===== config.mk =====
export PLATFORM = sky130hd
export DESIGN_NAME = ir_fetch
export DESIGN_NICKNAME = d
export VERILOG_FILES = /design/src/rtl/ir_fetch.sv
export SDC_FILE = /design/constraint.sdc
export NUM_CORES = 1
export LEC_CHECK = 0
export ABC_AREA = 1
export CORE_ASPECT_RATIO = 1.25
export CORE_MARGIN = 4
export CORE_UTILIZATION = 40
export CTS_CLUSTER_SIZE = 24
export DETAILED_ROUTE_END_ITERATION = 6
export GPL_TIMING_DRIVEN = 0
export PLACE_DENSITY = 0.82
export SLEW_MARGIN = 30
export SYNTH_ARGS = -nofsm -noshare
export SYNTH_HDL_FRONTEND = slang
export SYNTH_SLANG_ARGS = --single-unit

===== constraint.sdc =====
create_clock -name clk -period 2.3 [get_ports clk]
set_input_delay 0.23 -clock clk [delete_from_list [all_inputs] [get_ports clk]]
set_output_delay 0.23 -clock clk [all_outputs]
set_load 0.01 [all_outputs]

===== src/rtl/ir_fetch.sv =====
// Instruction fetch/decode sequencer: fetches a word for pc_addr, resolves HALT/JMP/JZ locally,
// and hands every other instruction to the execute stage over a valid/ready handshake.
module ir_fetch (
    input  logic        clk,
    input  logic        rst,
    input  logic        start,
    input  logic [5:0]  pc_addr,
    output logic        mem_req,
    input  logic        mem_valid,
    input  logic [15:0] mem_data,
    input  logic        flag_z,
    output logic        inc_pc,
    output logic        branch,
    output logic [15:0] bus,
    output logic [15:0] ir,
    output logic [5:0]  ir_addr,
    output logic        ir_valid,
    input  logic        ir_ready,
    output logic [15:0] icount,
    output logic        halted,
    output logic        err
);

    localparam int unsigned ADDR_W = 6;
    localparam int unsigned DATA_W = 16;
    localparam int unsigned CNT_W  = 4;
    localparam int unsigned OP_W   = 4;

    localparam logic [CNT_W-1:0] WAIT_LAST = CNT_W'(14);
    localparam logic [OP_W-1:0]  OP_HALT   = 4'hF;
    localparam logic [OP_W-1:0]  OP_JMP    = 4'hE;
    localparam logic [OP_W-1:0]  OP_JZ     = 4'hD;

    typedef enum logic [2:0] {
        S_IDLE,
        S_FETCH,
        S_WAIT,
        S_DECODE,
        S_ISSUE,
        S_HALT
    } state_t;

    state_t              r_state;
    state_t              w_state_nxt;
    logic [DATA_W-1:0]   r_ir;
    logic [DATA_W-1:0]   w_ir_nxt;
    logic [ADDR_W-1:0]   r_ir_addr;
    logic [ADDR_W-1:0]   w_ir_addr_nxt;
    logic [DATA_W-1:0]   r_icount;
    logic [DATA_W-1:0]   w_icount_nxt;
    logic                r_err;
    logic                w_err_nxt;
    logic [CNT_W-1:0]    r_wait_cnt;
    logic [CNT_W-1:0]    w_wait_cnt_nxt;
    logic [OP_W-1:0]     w_opcode;

    assign w_opcode = r_ir[DATA_W-1 -: OP_W];
    assign ir       = r_ir;
    assign ir_addr  = r_ir_addr;
    assign icount   = r_icount;
    assign err      = r_err;

    // State and datapath registers
    always_ff @(posedge clk) begin
        if (!rst) begin
            r_state    <= S_IDLE;
            r_ir       <= '0;
            r_ir_addr  <= '0;
            r_icount   <= '0;
            r_err      <= 1'b0;
            r_wait_cnt <= '0;
        end else begin
            r_state    <= w_state_nxt;
            r_ir       <= w_ir_nxt;
            r_ir_addr  <= w_ir_addr_nxt;
            r_icount   <= w_icount_nxt;
            r_err      <= w_err_nxt;
            r_wait_cnt <= w_wait_cnt_nxt;
        end
    end

    // Next-state and output decode
    always_comb begin
        w_state_nxt    = r_state;
        w_ir_nxt       = r_ir;
        w_ir_addr_nxt  = r_ir_addr;
        w_icount_nxt   = r_icount;
        w_err_nxt      = r_err;
        w_wait_cnt_nxt = r_wait_cnt;
        mem_req        = 1'b0;
        inc_pc         = 1'b0;
        branch         = 1'b0;
        bus            = '0;
        ir_valid       = 1'b0;
        halted         = 1'b0;

        case (r_state)
            S_IDLE: begin
                if (start) w_state_nxt = S_FETCH;
            end
            S_FETCH: begin
                mem_req        = 1'b1;
                w_wait_cnt_nxt = '0;
                w_state_nxt    = S_WAIT;
            end
            S_WAIT: begin
                mem_req        = 1'b1;
                w_wait_cnt_nxt = r_wait_cnt + CNT_W'(1);
                // A response in the last allowed cycle still beats the timeout
                if (mem_valid) begin
                    w_ir_nxt      = mem_data;
                    w_ir_addr_nxt = pc_addr;
                    w_state_nxt   = S_DECODE;
                end else if (r_wait_cnt == WAIT_LAST) begin
                    w_err_nxt   = 1'b1;
                    w_state_nxt = S_HALT;
                end
            end
            S_DECODE: begin
                case (w_opcode)
                    OP_HALT: begin
                        w_icount_nxt = r_icount + DATA_W'(1);
                        w_state_nxt  = S_HALT;
                    end
                    OP_JMP: begin
                        branch       = 1'b1;
                        bus          = {{(DATA_W-ADDR_W){1'b0}}, r_ir[ADDR_W-1:0]};
                        w_icount_nxt = r_icount + DATA_W'(1);
                        w_state_nxt  = S_FETCH;
                    end
                    OP_JZ: begin
                        if (flag_z) begin
                            branch = 1'b1;
                            bus    = {{(DATA_W-ADDR_W){1'b0}}, r_ir[ADDR_W-1:0]};
                        end else begin
                            inc_pc = 1'b1;
                        end
                        w_icount_nxt = r_icount + DATA_W'(1);
                        w_state_nxt  = S_FETCH;
                    end
                    default: begin
                        w_state_nxt = S_ISSUE;
                    end
                endcase
            end
            S_ISSUE: begin
                ir_valid = 1'b1;
                if (ir_ready) begin
                    inc_pc       = 1'b1;
                    w_icount_nxt = r_icount + DATA_W'(1);
                    w_state_nxt  = S_FETCH;
                end
            end
            S_HALT: begin
                halted = 1'b1;
                if (start) w_state_nxt = S_FETCH;
            end
            default: begin
                w_state_nxt = S_IDLE;
            end
        endcase
    end

endmodule


Yosys cells after proc, flatten, opt, wreduce, memory -nomap -nowiden
Cells that the tools add are included.

Equal/unequal tests: 13. Bitwise logic cells: 1. Reduce and logical (&&, ||, !) cells: 11. Muxes and demuxes: 23. Add/subtract/negate cells: 2.

Operators by type and width (count): 16-bit 2-to-1 mux (2); 16-bit one-hot mux with 2 select lines (1); 16-bit by 1-bit adder with 16-bit output (second input constant) (1); 4-bit equality test (second input constant) (4); 3-bit one-hot mux with 5 select lines (1); 3-bit 2-to-1 mux (4); 6-bit 2-to-1 mux (2); 6-bit one-hot mux with 2 select lines (1); 3-bit AND reduction (3); 1-bit 2-to-1 mux (8); 4-bit one-hot mux with 2 select lines (1); 3-bit by 2-bit equality test with 1-bit output (second input constant) (2); 3-bit equality test (second input constant) (2); 3-bit one-hot mux with 2 select lines (1); 2-bit OR reduction (3); 4-bit by 1-bit adder with 4-bit output (second input constant) (1); 2-bit inequality test (second input constant) (2); 1-bit one-hot mux with 2 select lines (2); 2-bit nonzero test (2); 3-bit by 1-bit equality test with 1-bit output (second input constant) (1); 3-bit zero test (1); 3-bit inequality test (second input constant) (1); 3-bit OR reduction (1); 2-bit by 1-bit inequality test with 1-bit output (second input constant) (1); 2 further kinds (2).

Input bits: 28. Flip-flop bits (word level): 46.

Longest topological paths before layout
Depth after elaboration: 4. Gate-level depth with buffers: 8.

Least setup slack after synthesis
No wires, ideal clock.

Path kind: reg2reg. Start point: register r_icount[0] (netlist: icount[0]). End point: register r_icount[12] (netlist: icount[12]). Data required time: 2185 ps. Buffers on the path: 0. Path slack: 766 ps. Stages on the path, launching flop included: 9. Data arrival time: 1419 ps. Cell sequence: dfxtp_1 -> ha_1 -> nand2_1 -> nor2_1 -> nand3_1 -> nor2_1 -> nand3_1 -> nand2_1 -> nor2_1.

Longest elaborated chain between the ends: 3. Elaborated cells on any way between the ends: 4.

Ends and longest elaborated chain: from (decl) (line 49) `logic [DATA_W-1:0] r_icount;`; from (signal assigned) (line 76) `r_icount <= w_icount_nxt;`; 16-bit by 1-bit adder with 16-bit output (*); 16-bit 2-to-1 mux (on tied branches); 16-bit one-hot mux with 2 select lines (*) (line 97) `case (r_state)`.

Mark *: on every way between the ends. The rest lies on a longest branch, timed or not. The select of a mux whose other input is x is not followed. A chain may end at the register's enable or synchronous reset.

Worst setup path after layout
Start point: register r_ir[15] (netlist: ir[15]). End point: output bus[4].

Longest elaborated chain between the ends: 3. Elaborated cells on any way between the ends: 4.

Ends and longest elaborated chain: from (decl) (line 45) `logic [DATA_W-1:0] r_ir;`; from (signal assigned) (line 74) `r_ir <= w_ir_nxt;`; 4-bit equality test (line 120) `case (w_opcode)`; 6-bit one-hot mux with 2 select lines (*) (line 120); 6-bit 2-to-1 mux (*) (line 97); to (decl) (line 14) `output logic [15:0] bus,`.

Mark *: on every way between the ends. The rest lies on a longest branch, timed or not.

==> metrics.cfg <==
[outcome]
status=finished clean

[pwr]
powerDensity_nw_per_um2=704
p_leak_nw=1.26
max-vdd-ir-drop_uv=294
power_mw=2.28

[sta]
setup_violations=0
finalCritPeriodShare=0.929
finalHoldViolCount=0
period_needed_ns=2.14
max_freq_ghz=0.468
slew_violations=0
setup_tns_ns=0
setup_ws_ns=0.163
rsz0062_at_grt=false
clock_skew_ns=0.00657

[min_path]
hp-class=in -> reg
min_from=rst

[cts]
hold_buffers=0
cts_tree=built
cts-root-buf=clkbuf_8
numCtsBuffers=5
post-cts-setup-buffer-count=0
htree_num_levels=2
clk_pin_slew_worst_paths_ns=0.09
cts_sinks=46
cts_resized=1
clock_latency_ns=0.31
clk_path_buf_depth=2

[layout]
nets=452
drive_gt1_frac=0.0829
seqCellArea_sq_um=925
fin_util=0.596
fill_cells=509
diodes=0
syn_to_final_growth_pct=44.1
fin_cells=486
multi_input_area_sq_um=1100

[synth]
yosys.area.top_type_share=0.409
synth_area_leaders=dfxtp_1 (41%), nor2_1 (12%), nand2_1 (9.3%)
yosys_warnings=0
yosys.cell_count.top_type=nor2_1
yosys.area.top_type=dfxtp_1
synth-seq-cells=46
syn_inst=329
synth_edf_count=0
syn-cell-area_sq_um=2250
seq_area_frac_synth=0.409
ys_types=31
syn_area_per_cell_sq_um=6.84
ys_top_cells_by_count=nor2_1 (69), nand2_1 (56), dfxtp_1 (46)
async_reset_ff_frac=0
synth-main-ff-cell=dfxtp_1

[floorplanning]
boundaryPins=88
dieWidth_microns=75.1
initial_core_util=0.414
chipHeight_microns=91.9
dieArea_sq_um=6900
rows=30
core_sq_um=5440

[critical_path]
slowest_delay_ns=0.54
cp_max_fo=7
critPathLaunch=ir[15]
crit_type=reg -> out
reg2reg_from=icount[0]
worstPathArrival_ns=1.91
crit_path_end_kind=primary output
crit_required_ns=2.07
crit_slowest_cell=clkdlybuf4s50_1
worstSetupStartpointType=flop
crit_chain=nand2_1 > inv_1 > nand3_1 > a21oi_2 > nand2_2 > nor2_1 > clkdlybuf4s50_1

[place]
place_ws_ns=0.260
routabilityCongestion=0.846
port_buffers=76
placedCellCount=478
dp_hpwl_microns=4400

[detailed_routing]
postRouteAntennaNets=0
via_count=2337
finalWirelength_microns=5760
viasPerCell=4.81
first_pass_iters=4
drc=0
detail_route.wl_per_cell_microns=11.8
drtIter0Drc=91

[global_routing]
antenna_found_initial=0
grt_remaining_overflow=0
grt_pass1_vias=2150
grt_pass1_wl_microns=9380
grt_max_degree=15
grt.total_usage=0.172

[flow_run]
max-cap-violations=0

layout by cell type (no fill, tap or decap), types with 2 or more instances in the layout:
cell type / Yosys / routed
clkdlybuf4s50_1: 0 / 76
nor2_1: 69 / 69
nand2_1: 56 / 55
dfxtp_1: 46 / 45
inv_1: 33 / 33
o21ai_0: 26 / 26
a21oi_1: 27 / 26
nand3_1: 25 / 25
buf_4: 11 / 11
conb_1: 1 / 10
clkbuf_1: 6 / 6
clkbuf_8: 0 / 5
nand4_1: 3 / 3
ha_1: 3 / 3
inv_2: 2 / 2
nor3_4: 2 / 2
nand2_2: 1 / 2
a21oi_2: 1 / 2
o21ai_1: 2 / 2
a31oi_1: 2 / 2
clkinv_2: 0 / 2
kinds of logic after synthesis:
group	synth area share
other cells	0.00167
flops	0.409
compound gates	0.142
simple gates	0.310
buf+inv	0.121
fa+ha+maj	0.0167
metal layers:
| metal | track usage | wire length (microns) | vias to the layer above |
|---|---|---|---|
| li1 | - | - | 1213 |
| met1 | 0.206 | 2390 | 1039 |
| met2 | 0.286 | 2720 | 72 |
| met3 | 0.0417 | 495 | 13 |
| met4 | 0.0682 | 149 | 0 |
| met5 | 0 | 0 | - |
per-stage QoR:
step,cell area (sq um),hold slack [ns]
6_report,3240,0.324
5_1_grt,3240,0.354
3_5_place_dp,3130,0.459
3_3_place_gp,3130,0.455
2_1_floorplan,2280,0.395
4_1_cts,3240,0.315
final timing paths:
path                      to  slack [ns]  depth (start not counted)
setup / recovery      bus[4]        0.16                          7
hold / removal         ir[6]        0.32                          3
setup reg to reg  icount[12]        0.58                          8
hold reg to reg        ir[0]        0.47                          2
flip-flops by register name, summed over array words and instances (netlist names):
name,cells
ir,16
r_wait_cnt,4
icount,16
r_state,3
err,1
ir_addr,6
critical path: cells and delay by family, from the launching register on:
family,cells,cell delay (ns)
buffers and inverters,2,0.61
AO/OA/AOI/OAI,1,0.19
AND/OR/NAND/NOR,4,0.43
flip-flops,1,0.35
area by class of cell:
cell class,count,share of cell area
Inverter,36,0.0417
Timing Repair Buffer,76,0.234
Multi-Input combinational cell,236,0.339
Tap cell,64,0.0247
Buffer,20,0.0420
Sequential cell,46,0.285
Clock inverter,3,0.0123
Clock buffer,5,0.0212
power breakdown:
group	switching, mW	internal [mW]
clock	0.280	0.320
sequential	0.0889	0.903
combinational	0.356	0.335
Power figures use the tool's default switching activity.
